File: config.mk
export PLATFORM = sky130hd
export DESIGN_NAME = gmii_read
export DESIGN_NICKNAME = d
export VERILOG_FILES = /design/src/rtl/gmii_read_pkg.sv /design/src/rtl/gmii_read_stat.sv /design/src/rtl/gmii_read.sv
export SDC_FILE = /design/constraint.sdc
export NUM_CORES = 1
export LEC_CHECK = 0
export ABC_AREA = 0
export CAP_MARGIN = 0
export CORE_ASPECT_RATIO = 1.25
export CORE_UTILIZATION = 40
export DETAILED_ROUTE_END_ITERATION = 12
export PLACE_DENSITY_LB_ADDON = 0.1
export SYNTH_ARGS = -nofsm -noshare
export SYNTH_HDL_FRONTEND = slang
export SYNTH_SLANG_ARGS = --single-unit
File: constraint.sdc
create_clock -name clk_sys -period 6.4 [get_ports clk_sys]
set_clock_uncertainty 0.2 [all_clocks]
set_input_delay 1.28 -clock clk_sys [delete_from_list [all_inputs] [get_ports clk_sys]]
set_output_delay 1.28 -clock clk_sys [all_outputs]
set_load 0.01 [all_outputs]
File: src/rtl/gmii_read_pkg.sv
// Shared definitions for the GMII RX FIFO drain stage (gmii_read).
// State encodings, framing byte constants and default length limits.
package gmii_read_pkg;

  typedef enum logic [1:0] {
    IDLE_S    = 2'b00,
    PREAM_S   = 2'b01,
    TRANS_S   = 2'b10,
    DISCARD_S = 2'b11
  } state_e;

  localparam logic [7:0] PREAMBLE_BYTE = 8'h55;
  localparam logic [7:0] SFD_BYTE      = 8'hD5;

  localparam int MIN_LEN_DEF = 64;
  localparam int MAX_LEN_DEF = 1522;

  // One emitted byte plus its framing qualifiers.
  typedef struct packed {
    logic [7:0] data;
    logic       sop;
    logic       eop;
    logic       err;
  } out_byte_t;

endpackage

File: src/rtl/gmii_read_stat.sv
// Saturating frame statistics for gmii_read (built only with GMII_READ_STAT_EN).
// Counters sample the registered frame-end pulses of the parent.
module gmii_read_stat (
  input  logic        clk_sys,
  input  logic        reset_n,
  input  logic        good_i,
  input  logic        bad_i,
  input  logic        trunc_i,
  output logic [31:0] good_cnt_o,
  output logic [31:0] bad_cnt_o,
  output logic [15:0] trunc_cnt_o
);

  logic [31:0] good_cnt_q, bad_cnt_q;
  logic [15:0] trunc_cnt_q;

  always_ff @(posedge clk_sys or negedge reset_n) begin
    if (!reset_n) begin
      good_cnt_q  <= '0;
      bad_cnt_q   <= '0;
      trunc_cnt_q <= '0;
    end else begin
      if (good_i  && (good_cnt_q  != '1)) good_cnt_q  <= good_cnt_q  + 32'd1;
      if (bad_i   && (bad_cnt_q   != '1)) bad_cnt_q   <= bad_cnt_q   + 32'd1;
      if (trunc_i && (trunc_cnt_q != '1)) trunc_cnt_q <= trunc_cnt_q + 16'd1;
    end
  end

  assign good_cnt_o  = good_cnt_q;
  assign bad_cnt_o   = bad_cnt_q;
  assign trunc_cnt_o = trunc_cnt_q;

endmodule

File: src/rtl/gmii_read.sv
// Drains the per-port RX byte FIFO: strips preamble/SFD, checks length, emits sop/eop/err bytes.
// Optional saturating statistics outputs are enabled with the GMII_READ_STAT_EN macro.
module gmii_read
  import gmii_read_pkg::*;
#(
  parameter int MIN_LEN   = MIN_LEN_DEF,
  parameter int MAX_LEN   = MAX_LEN_DEF,
  parameter int PREAM_MAX = 7,
  parameter int LEN_W     = 11
) (
  input  logic        clk_sys,
  input  logic        reset_n,
  input  logic [8:0]  iv_data,
  input  logic        i_data_empty,
  output logic        o_data_rd,
  output logic [7:0]  ov_byte,
  output logic        o_byte_wr,
  output logic        o_sop,
  output logic        o_eop,
  output logic        o_err,
  output logic        o_bad_pulse
`ifdef GMII_READ_STAT_EN
  ,
  output logic [31:0] ov_good_cnt,
  output logic [31:0] ov_bad_cnt,
  output logic [15:0] ov_trunc_cnt
`endif
);

  localparam logic [LEN_W:0]   MIN_LC     = (LEN_W+1)'(MIN_LEN);
  localparam logic [LEN_W:0]   MAX_LC     = (LEN_W+1)'(MAX_LEN);
  localparam logic [2:0]       PREAM_MAXC = 3'(PREAM_MAX);

  state_e           state_q;
  logic             rd_q, rd_vld_q;
  logic [2:0]       pream_cnt_q;
  logic [LEN_W-1:0] len_cnt_q;
  logic             sop_pend_q;
  out_byte_t        out_q;
  logic             byte_wr_q, bad_q;
`ifdef GMII_READ_STAT_EN
  logic             trunc_q;
`endif

  logic             flag;
  logic [7:0]       data;
  logic [LEN_W:0]   len_nxt_d;
  logic [LEN_W-1:0] len_sat_d;
  logic             runt_d, at_max_d;

  assign flag      = iv_data[8];
  assign data      = iv_data[7:0];
  // Length including the current byte; one extra bit so the compare never wraps.
  assign len_nxt_d = {1'b0, len_cnt_q} + {{LEN_W{1'b0}}, 1'b1};
  assign len_sat_d = (len_nxt_d > MAX_LC) ? MAX_LC[LEN_W-1:0] : len_nxt_d[LEN_W-1:0];
  assign runt_d    = (len_nxt_d < MIN_LC);
  assign at_max_d  = (len_nxt_d == MAX_LC);

  always_ff @(posedge clk_sys or negedge reset_n) begin
    if (!reset_n) begin
      state_q     <= IDLE_S;
      rd_q        <= 1'b0;
      rd_vld_q    <= 1'b0;
      pream_cnt_q <= '0;
      len_cnt_q   <= '0;
      sop_pend_q  <= 1'b0;
      out_q       <= '0;
      byte_wr_q   <= 1'b0;
      bad_q       <= 1'b0;
`ifdef GMII_READ_STAT_EN
      trunc_q     <= 1'b0;
`endif
    end else begin
      rd_q      <= !i_data_empty;
      rd_vld_q  <= rd_q;
      byte_wr_q <= 1'b0;
      out_q.sop <= 1'b0;
      out_q.eop <= 1'b0;
      out_q.err <= 1'b0;
      bad_q     <= 1'b0;
`ifdef GMII_READ_STAT_EN
      trunc_q   <= 1'b0;
`endif
      if (rd_vld_q) begin
        case (state_q)
          IDLE_S: begin
            // Lone flagged non-preamble word is an overflow/runt marker or a stray tail.
            if (flag) begin
              if (data == PREAMBLE_BYTE) begin
                state_q     <= PREAM_S;
                pream_cnt_q <= 3'd1;
              end else begin
                bad_q <= 1'b1;
              end
            end
          end
          PREAM_S: begin
            if (flag) begin
              bad_q   <= 1'b1;
              state_q <= IDLE_S;
            end else if (data == SFD_BYTE) begin
              state_q    <= TRANS_S;
              len_cnt_q  <= '0;
              sop_pend_q <= 1'b1;
            end else if ((data == PREAMBLE_BYTE) && (pream_cnt_q < PREAM_MAXC)) begin
              pream_cnt_q <= pream_cnt_q + 3'd1;
            end else begin
              bad_q   <= 1'b1;
              state_q <= DISCARD_S;
            end
          end
          TRANS_S: begin
            out_q.data <= data;
            out_q.sop  <= sop_pend_q;
            byte_wr_q  <= 1'b1;
            sop_pend_q <= 1'b0;
            len_cnt_q  <= len_sat_d;
            // Tail is checked first so a tail landing exactly on MAX_LEN ends cleanly.
            if (flag) begin
              out_q.eop <= 1'b1;
              out_q.err <= runt_d;
              bad_q     <= runt_d;
              state_q   <= IDLE_S;
            end else if (at_max_d) begin
              out_q.eop <= 1'b1;
              out_q.err <= 1'b1;
              bad_q     <= 1'b1;
              state_q   <= DISCARD_S;
`ifdef GMII_READ_STAT_EN
              trunc_q   <= 1'b1;
`endif
            end
          end
          DISCARD_S: begin
            if (flag) state_q <= IDLE_S;
          end
          default: state_q <= IDLE_S;
        endcase
      end
    end
  end

  assign o_data_rd   = rd_q;
  assign ov_byte     = out_q.data;
  assign o_byte_wr   = byte_wr_q;
  assign o_sop       = out_q.sop;
  assign o_eop       = out_q.eop;
  assign o_err       = out_q.err;
  assign o_bad_pulse = bad_q;

`ifdef GMII_READ_STAT_EN
  gmii_read_stat u_stat (
    .clk_sys     (clk_sys),
    .reset_n     (reset_n),
    .good_i      (out_q.eop & ~out_q.err),
    .bad_i       (bad_q),
    .trunc_i     (trunc_q),
    .good_cnt_o  (ov_good_cnt),
    .bad_cnt_o   (ov_bad_cnt),
    .trunc_cnt_o (ov_trunc_cnt)
  );
`endif

endmodule
### Word-level counts from Yosys, hierarchy flattened

Index checks and enable logic that the tools add are counted.

| cells by class | value |
|---|---|
| eq/ne operators | 15 |
| muxes and demuxes | 37 |
| add/sub/neg operators | 2 |
| order comparisons | 3 |
| reduce and logical (&&, ||, !) cells | 9 |

Operators by type and width:

| operator | number |
|---|---|
| $mux 11 | 3 |
| $pmux 11 s2 | 1 |
| $mux 3 | 7 |
| $mux 2 | 10 |
| $ne 2x2->1 const B | 7 |
| $add 11x1->12 const B | 1 |
| $eq 12x11->1 const B | 1 |
| $gt 12x11->1 const B | 1 |
| $lt 12x7->1 const B | 1 |
| $mux 1 | 12 |
| $eq 8x7->1 const B | 1 |
| $eq 8x8->1 const B | 1 |
| $pmux 2 s4 | 1 |
| $reduce_and 7->1 | 1 |
| $pmux 3 s2 | 1 |
| $reduce_and 6->1 | 1 |
| $eq 2x2->1 const B | 2 |
| $ne 4x4->1 const B | 1 |
| $reduce_and 4->1 | 1 |
| $reduce_bool 2->1 | 2 |
| $add 3x1->3 const B | 1 |
| $lt 3x3->1 const B | 1 |
| $ne 3x3->1 const B | 1 |
| $pmux 1 s3 | 1 |
| other kinds (6) | 6 |

| word-level totals | value |
|---|---|
| register bits after elaboration | 32 |
| word-level logic and storage cells | 78 |
| output and inout bits | 14 |

### Longest topological paths before layout

Gate-level depths: netlist of run 1.

| logic depth | value |
|---|---|
| depth after elaboration | 7 |
| depth in mapped cells | 9 |
| depth with buffers taken out | 8 |

### Least setup slack after synthesis of run 1

OpenSTA, ideal clock, no wires.

| path | value |
|---|---|
| path type | input port to flip-flop |
| from | input iv_data[5] |
| to | register state_q[0] |
| path slack | 3.307 ns |
| stages on the path | 7 |
| data required time | 6.063 ns |
| data arrival time | 2.757 ns |
| library setup time | 0.137 ns |
| cell sequence | nand4b_1 -> or3_1 -> o21ai_0 -> o311a_1 -> mux2_2 -> a31oi_1 -> o41ai_1 |

| between the ends | value |
|---|---|
| cells in the longest elaborated chain, start to end | 4 |
| elaborated cells on any way between the ends | 9 |
| classes of those cells | eq/ne: 4; mux: 3; reduce/logical: 2 |

RTL lines:

| what | RTL line | text |
|---|---|---|
| start: declaration | gmii_read.sv:13 | `input logic [8:0] iv_data,` |
| $eq 8x7->1 or $eq 8x8->1 (tied branches) | gmii_read.sv:89, gmii_read.sv:105, gmii_read.sv:101 |  |
| $logic_and 1x1->1 or $mux 2 (tied branches) | gmii_read.sv:105, gmii_read.sv:101 |  |
| $ne 4x4->1 (no line) or $mux 2 (tied branches) | -- |  |
| $reduce_and 6->1 (no line) or $pmux 2 s4 (tied branches) | -- |  |
| end signal: assignment | gmii_read.sv:90 | `state_q <= PREAM_S;` |
| end signal: assignment | gmii_read.sv:102 | `state_q <= TRANS_S;` |
| end signal: assignment | gmii_read.sv:109 | `state_q <= DISCARD_S;` |
| end: declaration | gmii_read.sv:34 | `state_e state_q;` |

Several ways; a longest one is shown, not always the timed one.
A chain may end at the register's enable or synchronous reset.

### Worst setup path in the final report of run 1

| path | value |
|---|---|
| from | input iv_data[5] |
| to | register len_cnt_q[3] |

| between the ends | value |
|---|---|
| cells in the longest elaborated chain, start to end | 3 |

RTL lines:

| what | RTL line | text |
|---|---|---|
| $eq 8x8->1 | gmii_read.sv:101 | `end else if (data == SFD_BYTE) begin` |
| $ne 2x2->1 (no line) | -- |  |
| $reduce_and 4->1 (no line) | -- |  |
| end signal: assignment | gmii_read.sv:117 | `len_cnt_q <= len_sat_d;` |
| end: declaration | gmii_read.sv:37 | `logic [LEN_W-1:0] len_cnt_q;` |

No other way between the ends.

==> key figures, run 1 <==
CTS
  – # Post-CTS Setup Buffers: 0
  – Register clock-pin slew on the reported worst setup and hold paths: 70 ps
  – CTS Buf Count: 5
  – Clock Path Buffers: 2
  – Later-pin clock latency in the skew report: 290 ps
  – Hold Buf Count CTS: 0
  – CTS resizes: 0
  – CTS sink cnt: 32
  – Htree depth: 2
  – CTS Root Cell: clkbuf_8
  – CTS tree: built

STA
  – Final Hold Fails: 0
  – Period utilization: 0.5504
  – Worst slew pin tran: 564.5 ps
  – Total negative slack: 0 ps
  – RSZ-0062 raised after global routing: no
  – Slew Limit Fails: 0
  – Tmin final: 3522 ps
  – Post-route setup slack: 2878 ps
  – Fmax: 283.9 MHz
  – Relative slew slack: 0.6211
  – Final setup viols: 0

GRT
  – Vias in the first global route: 1604
  – Gr usage total: 0.1966
  – Initial antenna violation count: 0
  – Global-route wire length before repair: 7.527 mm
  – Largest net degree at the start of global routing: 33
  – GR Overflow Total: 0

Pwr
  – Maximum VDD drop: 0.1909 mV
  – Power density over cell area: 355.6 nW/um^2
  – LEAKAGE: 0.9507 nW

Synthesis
  – Number of synthesized flops with an enable pin: 0
  – Mapped Area: 1849 um^2
  – Mapped Nets: 228
  – Async S/R FF share, synth: 1.000
  – Synth Area per Inst: 8.682 um^2
  – Library cells used by synthesis: 47
  – Seq cells post-synth: 32
  – Top_reg_cell synth: dfrtp_1
  – Count of warnings emitted by yosys: 0
  – Post-synthesis sequential area ratio: 0.4330
  – Synth Instances: 213

Detailed routing
  – Vias per cell: 5.539
  – Final ANT Viol Nets: 0
  – Routed WL: 4.291 mm
  – WL/cell: 14.55 um
  – DR DRC count: 0
  – DR iter-0 viols: 100
  – 1st-pass router iterations: 4
  – DR vias: 1634

Finish
  – NumNets Final: 251
  – Layout cells sized above 1: 0.07595
  – ANT cells: 0
  – P&R area growth vs syn: 20.77%
  – Most frequent cells in the layout: 40 x nand2_1, 32 x dfrtp_1, 25 x clkdlybuf4s50_1
  – Non-filler cells in the finished layout: 295
  – Leading cell type in the layout, fill and taps excluded: nand2_1

Status
  – Status: finished, final reports clean

Setup path
  – Max stage delay on crit path: 490 ps
  – Top Family by Delay on Critical Path: simple AND/OR/NAND/NOR gates
  – Worst-path cell chain: clkdlybuf4s50_1 -> nand4b_1 -> or3_1 -> o31a_1 -> or3_1 -> a211oi_1 -> a211o_1
  – Arr. time, crit path: 3550 ps
  – Startpoint type of the worst setup path: input pin
  – Critical Path Fanout Max: 13
  – Setup slack on the worst flop-to-flop path: 3310 ps
  – Buffers and inverters on the worst path: 1
  – Slowest library cell on the worst path: o31a_1
  – CP endpoint kind: flip-flop
  – Setup CP Type: in2reg
  – Most frequent CP cell: or3_1
  – WP data required: 6430 ps

Floorplanning
  – Core ar.: 4425 um^2
  – Die ar.: 4901 um^2
  – Starting density of the core: 0.4179
  – Die Ht: 78.02 um
  – Placement row count: 27
  – IO Count: 26
  – Die Wd: 62.82 um

Placed design
  – DP Cell Count: 287
  – Final HPWL from detailed placement: 2.957 mm
  – Port Buffer Count: 25
  – Pre-CTS setup slack: 2578 ps
  – RePlAce Congestion: 0.7694

Job
  – Max Cap Violations: 0

Min path
  – Min-delay worst type: reg2reg
==> stage by stage <==
| step | instance area [um^2] | hold slack, ps | util | total power [W] |
|---|---|---|---|---|
| after floorplan | 1849 | 216.0 | - | 0.0005147 |
| after global placement | 2141 | 161.3 | 0.4837 | 0.0006317 |
| after detailed placement | 2141 | 165.1 | 0.4837 | 0.0006345 |
| after CTS | 2233 | 184.5 | 0.5047 | 0.0008012 |
| after global routing | 2233 | 191.0 | 0.5047 | 0.0008576 |
| final | 2233 | 180.1 | 0.5047 | 0.0007942 |
==> metal layers <==
metal | track usage | up-vias | wire length [um]
met5 | 0 | - | 0
met4 | 0.1000 | 0 | 103
met3 | 0.04215 | 7 | 163
met2 | 0.3337 | 34 | 2053
met1 | 0.2326 | 783 | 1970
li1 | - | 810 | -
==> sequential cells by signal, indices dropped and copies added (netlist names) <==
signal       flops
o_err            1
ov_byte          8
o_data_rd        1
sop_pend_q       1
rd_vld_q         1
len_cnt_q       11
o_sop            1
o_eop            1
o_bad_pulse      1
pream_cnt_q      3
o_byte_wr        1
state_q          2
==> worst paths after layout <==
path | start | end | cells past startpoint
max in group asynchronous | reset_n | ov_byte[6]$_DFFE_PN0P_ | 2
hold / removal | o_data_rd$_DFF_PN0_ | rd_vld_q$_DFF_PN0_ | 0
setup / recovery | iv_data[5] | len_cnt_q[3]$_DFFE_PN0P_ | 7
hold reg to reg | o_data_rd$_DFF_PN0_ | rd_vld_q$_DFF_PN0_ | 0
setup reg to reg | len_cnt_q[0]$_DFFE_PN0P_ | len_cnt_q[5]$_DFFE_PN0P_ | 8
min in group asynchronous | reset_n | len_cnt_q[2]$_DFFE_PN0P_ | 2
==> synth_stat cells, drive strengths merged (2+ instances only) <==
master	instances	area, um^2
nand2	40	150.1
dfrtp	32	800.8
nor2	16	60.06
o21ai	12	60.05
a21oi	11	55.05
inv	10	37.54
nand3	9	50.05
clkbuf	7	26.28
and2	5	31.28
buf	4	20.02
nand2b	4	25.02
nor4	4	25.02
o311ai	4	35.03
a21o	3	22.52
ha	3	37.54
mux2i	3	30.03
nor2b	3	18.77
nor3	3	26.28
nor4b	3	32.53
o21a	3	22.52
o22ai	3	18.77
o31ai	3	22.52
a211oi	2	15.01
a221o	2	20.02
a31oi	2	12.51
mux2	2	22.52
nand4	2	18.77
o211ai	2	15.01
o41ai	2	17.52
or2	2	12.52
or3	2	12.51
==> logic make-up after synthesis <==
family | Yosys count | synth area share
AO/OA/AOI/OAI | 56 | 0.2077
buffers and inverters | 21 | 0.04534
adder cells (fa/ha/maj) | 3 | 0.02030
multiplexers | 5 | 0.02842
AND/OR/NAND/NOR | 96 | 0.2652
flip-flops | 32 | 0.4330
==> final cells by class <==
type	count	area [um^2]
fillers	462	2192
repair buffers	27	265.3
multi-input cells	160	964.7
clock buffers	6	82.58
inverters	10	37.54
well taps	58	72.57
flip-flops and latches	32	800.8
clock inverters	2	10.01
==> where the power goes <==
group | total (W) | internal [W] | switching (W) | leakage [nW]
registers | 0.000337 | 0.000264 | 0.0000728 | 0.412
clock network | 0.000164 | 0.0000858 | 0.0000785 | 0.0510
logic | 0.000293 | 0.000143 | 0.000150 | 0.488
No activity file was read; power rests on OpenSTA's default activity.
==> inputs of run 2 (changes only) <==
==> constraint.sdc (replaced) <==
create_clock -name clk_sys -period 3.2 [get_ports clk_sys]
set_clock_uncertainty 0.2 [all_clocks]
set_input_delay 0.64 -clock clk_sys [delete_from_list [all_inputs] [get_ports clk_sys]]
set_output_delay 0.64 -clock clk_sys [all_outputs]
set_load 0.01 [all_outputs]
==> key figures, run 2 (same netlist as run 1, synthesis figures left out) <==
GRT
  – Initial antenna violation count: 0 (unchanged)
  – Gr usage total: 0.1871 (-0.009439)
  – Global-route wire length before repair: 7.189 mm (-4.5%)
  – Largest net degree at the start of global routing: 33 (unchanged)
  – Vias in the first global route: 1577 (-1.7%)
  – GR Overflow Total: 0 (unchanged)

Finish
  – Layout cells sized above 1: 0.09504 (+0.01909)
  – ANT cells: 0 (unchanged)
  – Leading cell type in the layout, fill and taps excluded: nand2_1
  – Flip-flop count of the largest register after layout: 11 (unchanged)
  – Most frequent cells in the layout: 40 x nand2_1, 32 x dfrtp_1, 25 x clkdlybuf4s50_1
  – Top reg by flops: len_cnt_q
  – P&R area growth vs syn: 23.82%
  – Final instance area: 2290 um^2 (+2.5%)
  – NumNets Final: 256 (+2.0%)

Detailed routing
  – DR iter-0 viols: 89 (-11%)
  – DR DRC count: 0 (unchanged)
  – Final ANT Viol Nets: 0 (unchanged)
  – Routed WL: 4.271 mm (-0.47%)
  – DR vias: 1635 (+0.061%)
  – WL/cell: 14.24 um (-2.1%)
  – 1st-pass router iterations: 4 (unchanged)
  – Vias per cell: 5.450 (-1.6%)

Placed design
  – Port Buffer Count: 25 (unchanged)
  – RePlAce Congestion: 0.8317 (+8.1%)
  – DP Area: 2178 um^2 (+1.8%)
  – Final HPWL from detailed placement: 3.028 mm (+2.4%)

STA
  – Relative slew slack: 0.6651 (+0.04397)
  – Final Hold Fails: 0 (unchanged)
  – Fmax: 346.9 MHz
  – Total negative slack: 0 ps (unchanged)
  – Worst slew pin tran: 497.8 ps (-66.76 ps)
  – RSZ-0062 raised after global routing: no
  – Slew Limit Fails: 0 (unchanged)
  – Final setup viols: 0 (unchanged)
  – Period utilization: 0.9010
  – Tmin final: 2883 ps

Pwr
  – Combinational Power Share: 0.369 (about the same)
  – Power density over cell area: 730.4 nW/um^2 (+110%)
  – Net Sw Frac: 0.3640 (-0.01531)
  – Int Power: 0.001064 W (+120%)
  – Maximum VDD drop: 0.3871 mV (+100%)
  – Clock network fraction of total power: 0.234 (+0.027)
  – Seq pwr share: 0.397 (-0.027)
  – Sw Pwr: 0.0006088 W (+100%)
  – LEAKAGE: 0.9779 nW (+2.9%)

Floorplanning
  – Die Ht: 78.02 um (unchanged)
  – Starting density of the core: 0.4179 (unchanged)
  – IO Count: 26 (unchanged)
  – Placement row count: 27 (unchanged)
  – Die ar.: 4901 um^2 (unchanged)
  – Core ar.: 4425 um^2 (unchanged)
  – Die Wd: 62.82 um (unchanged)

Min path
  – Hold Path End: rd_vld_q$_DFF_PN0_
  – WHS Path Cells: 0 (unchanged)
  – Hold Crit Start: o_data_rd$_DFF_PN0_
  – Min-delay worst type: reg2reg

CTS
  – Htree depth: 2 (unchanged)
  – CTS sink cnt: 32 (unchanged)
  – Hold Buf Count CTS: 0 (unchanged)
  – CTS Root Cell: clkbuf_8
  – CTS tree: built
  – CTS resizes: 0 (unchanged)
  – CTS Buf Count: 5 (unchanged)
  – Later-pin clock latency in the skew report: 290 ps (about the same)
  – Clock Path Buffers: 2 (unchanged)
  – Register clock-pin slew on the reported worst setup and hold paths: 70 ps (about the same)
  – # Post-CTS Setup Buffers: 0 (unchanged)

Setup path
  – WP data required: 3150 ps (-3280 ps)
  – RR Startpoint: len_cnt_q[1]$_DFFE_PN0P_
  – R2r worst-path depth: 7 (-1)
  – RR Endpoint: len_cnt_q[6]$_DFFE_PN0P_
  – Setup CP Type: reg2reg
  – CP endpoint kind: flip-flop
  – Critical Path Fanout Max: 8 (-5)
  – Arr. time, crit path: 2840 ps (-710 ps)
  – Startpoint type of the worst setup path: flip-flop
  – Setup slack on the worst flop-to-flop path: 320 ps (-2990 ps)

Job
  – Max Cap Violations: 0 (unchanged)

Status
  – Status: finished, final reports clean
## run 2: changes by cell type in the layout (fill, tap and decap cells not counted)
cell        previous run  this run
buf_4                  2         7
bufinv_16              0         1
clkbuf_8               6         5
clkinv_2               2         1
clkinvlp_4             0         1
## run 2: worst max-delay path by stage
| stage | startpoint | endpoint | slack, ps | cells past startpoint |
|---|---|---|---|---|
| 6_report | len_cnt_q[1]$_DFFE_PN0P_ | len_cnt_q[6]$_DFFE_PN0P_ | 320 | 7 |
| 5_1_grt | len_cnt_q[1]$_DFFE_PN0P_ | len_cnt_q[2]$_DFFE_PN0P_ | 130 | 7 |
| 4_1_cts | len_cnt_q[1]$_DFFE_PN0P_ | len_cnt_q[6]$_DFFE_PN0P_ | 310 | 7 |
| 3_5_place_dp | iv_data[5] | state_q[0]$_DFFE_PN0P_ | 100 | 8 |
| 3_3_place_gp | iv_data[5] | state_q[0]$_DFFE_PN0P_ | 190 | 8 |
| 2_1_floorplan | len_cnt_q[0]$_DFFE_PN0P_ | len_cnt_q[2]$_DFFE_PN0P_ | 570 | 8 |
## run 2: through the flow
stage / hold WS (ps) / total power (W) / setup slack (ps) / util / cells
after CTS: 187.8 / 0.001688 / 310.0 / 0.5174 / 300
after detailed placement: 168.4 / 0.001292 / 101.0 / 0.4922 / 292
after global placement: 171.6 / 0.001289 / 191.7 / 0.4922 / 292
after global routing: 197.4 / 0.001795 / 125.9 / 0.5174 / 300
after floorplan: 144.4 / 0.001029 / 567.9 / - / 213
final: 185.1 / 0.001672 / 316.9 / 0.5174 / 300
## run 2: power groups by stage
stage          logic, W  clock network, W  registers, W
2_1_floorplan  0.000381                 0      0.000648
3_3_place_gp   0.000622                 0      0.000668
3_5_place_dp   0.000623                 0      0.000669
4_1_cts        0.000625          0.000398      0.000664
5_1_grt        0.000696          0.000414      0.000685
6_report       0.000617          0.000391      0.000664
## run 2: critical path, cell delays in order, from the launching register on
cell and delay [ps]:
dfrtp_1 480, ha_1 230, nand3_2 150, nor4b_2 310, mux2i_1 200, or4b_1 720
nand3_1 300, o311ai_1 150
## run 2: area by class of cell
type,count,area (um^2)
clock inverters,3,42.54
multi-input cells,160,964.7
flip-flops and latches,32,800.8
inverters,10,37.54
clock buffers,5,68.82
repair buffers,32,302.8
fillers,411,2136
well taps,58,72.57
## run 2: layer usage
layer  share of wire  GRT usage  wire, um
met5               0          0         0
met4           0.018    0.07674        79
met3           0.039    0.04506       167
met2            0.50     0.3217      2115
met1            0.45     0.2223      1909
==> inputs of run 3 (changes only) <==
--- a/config.mk
+++ b/config.mk
@@ -11,6 +11,7 @@
 export CORE_UTILIZATION = 40
 export DETAILED_ROUTE_END_ITERATION = 12
 export PLACE_DENSITY_LB_ADDON = 0.1
+export SLEW_MARGIN = 20
 export SYNTH_ARGS = -nofsm -noshare
 export SYNTH_HDL_FRONTEND = slang
 export SYNTH_SLANG_ARGS = --single-unit
==> results of run 3 <==
Same layout as run 2: the final DEF is identical, and so are final timing and power.
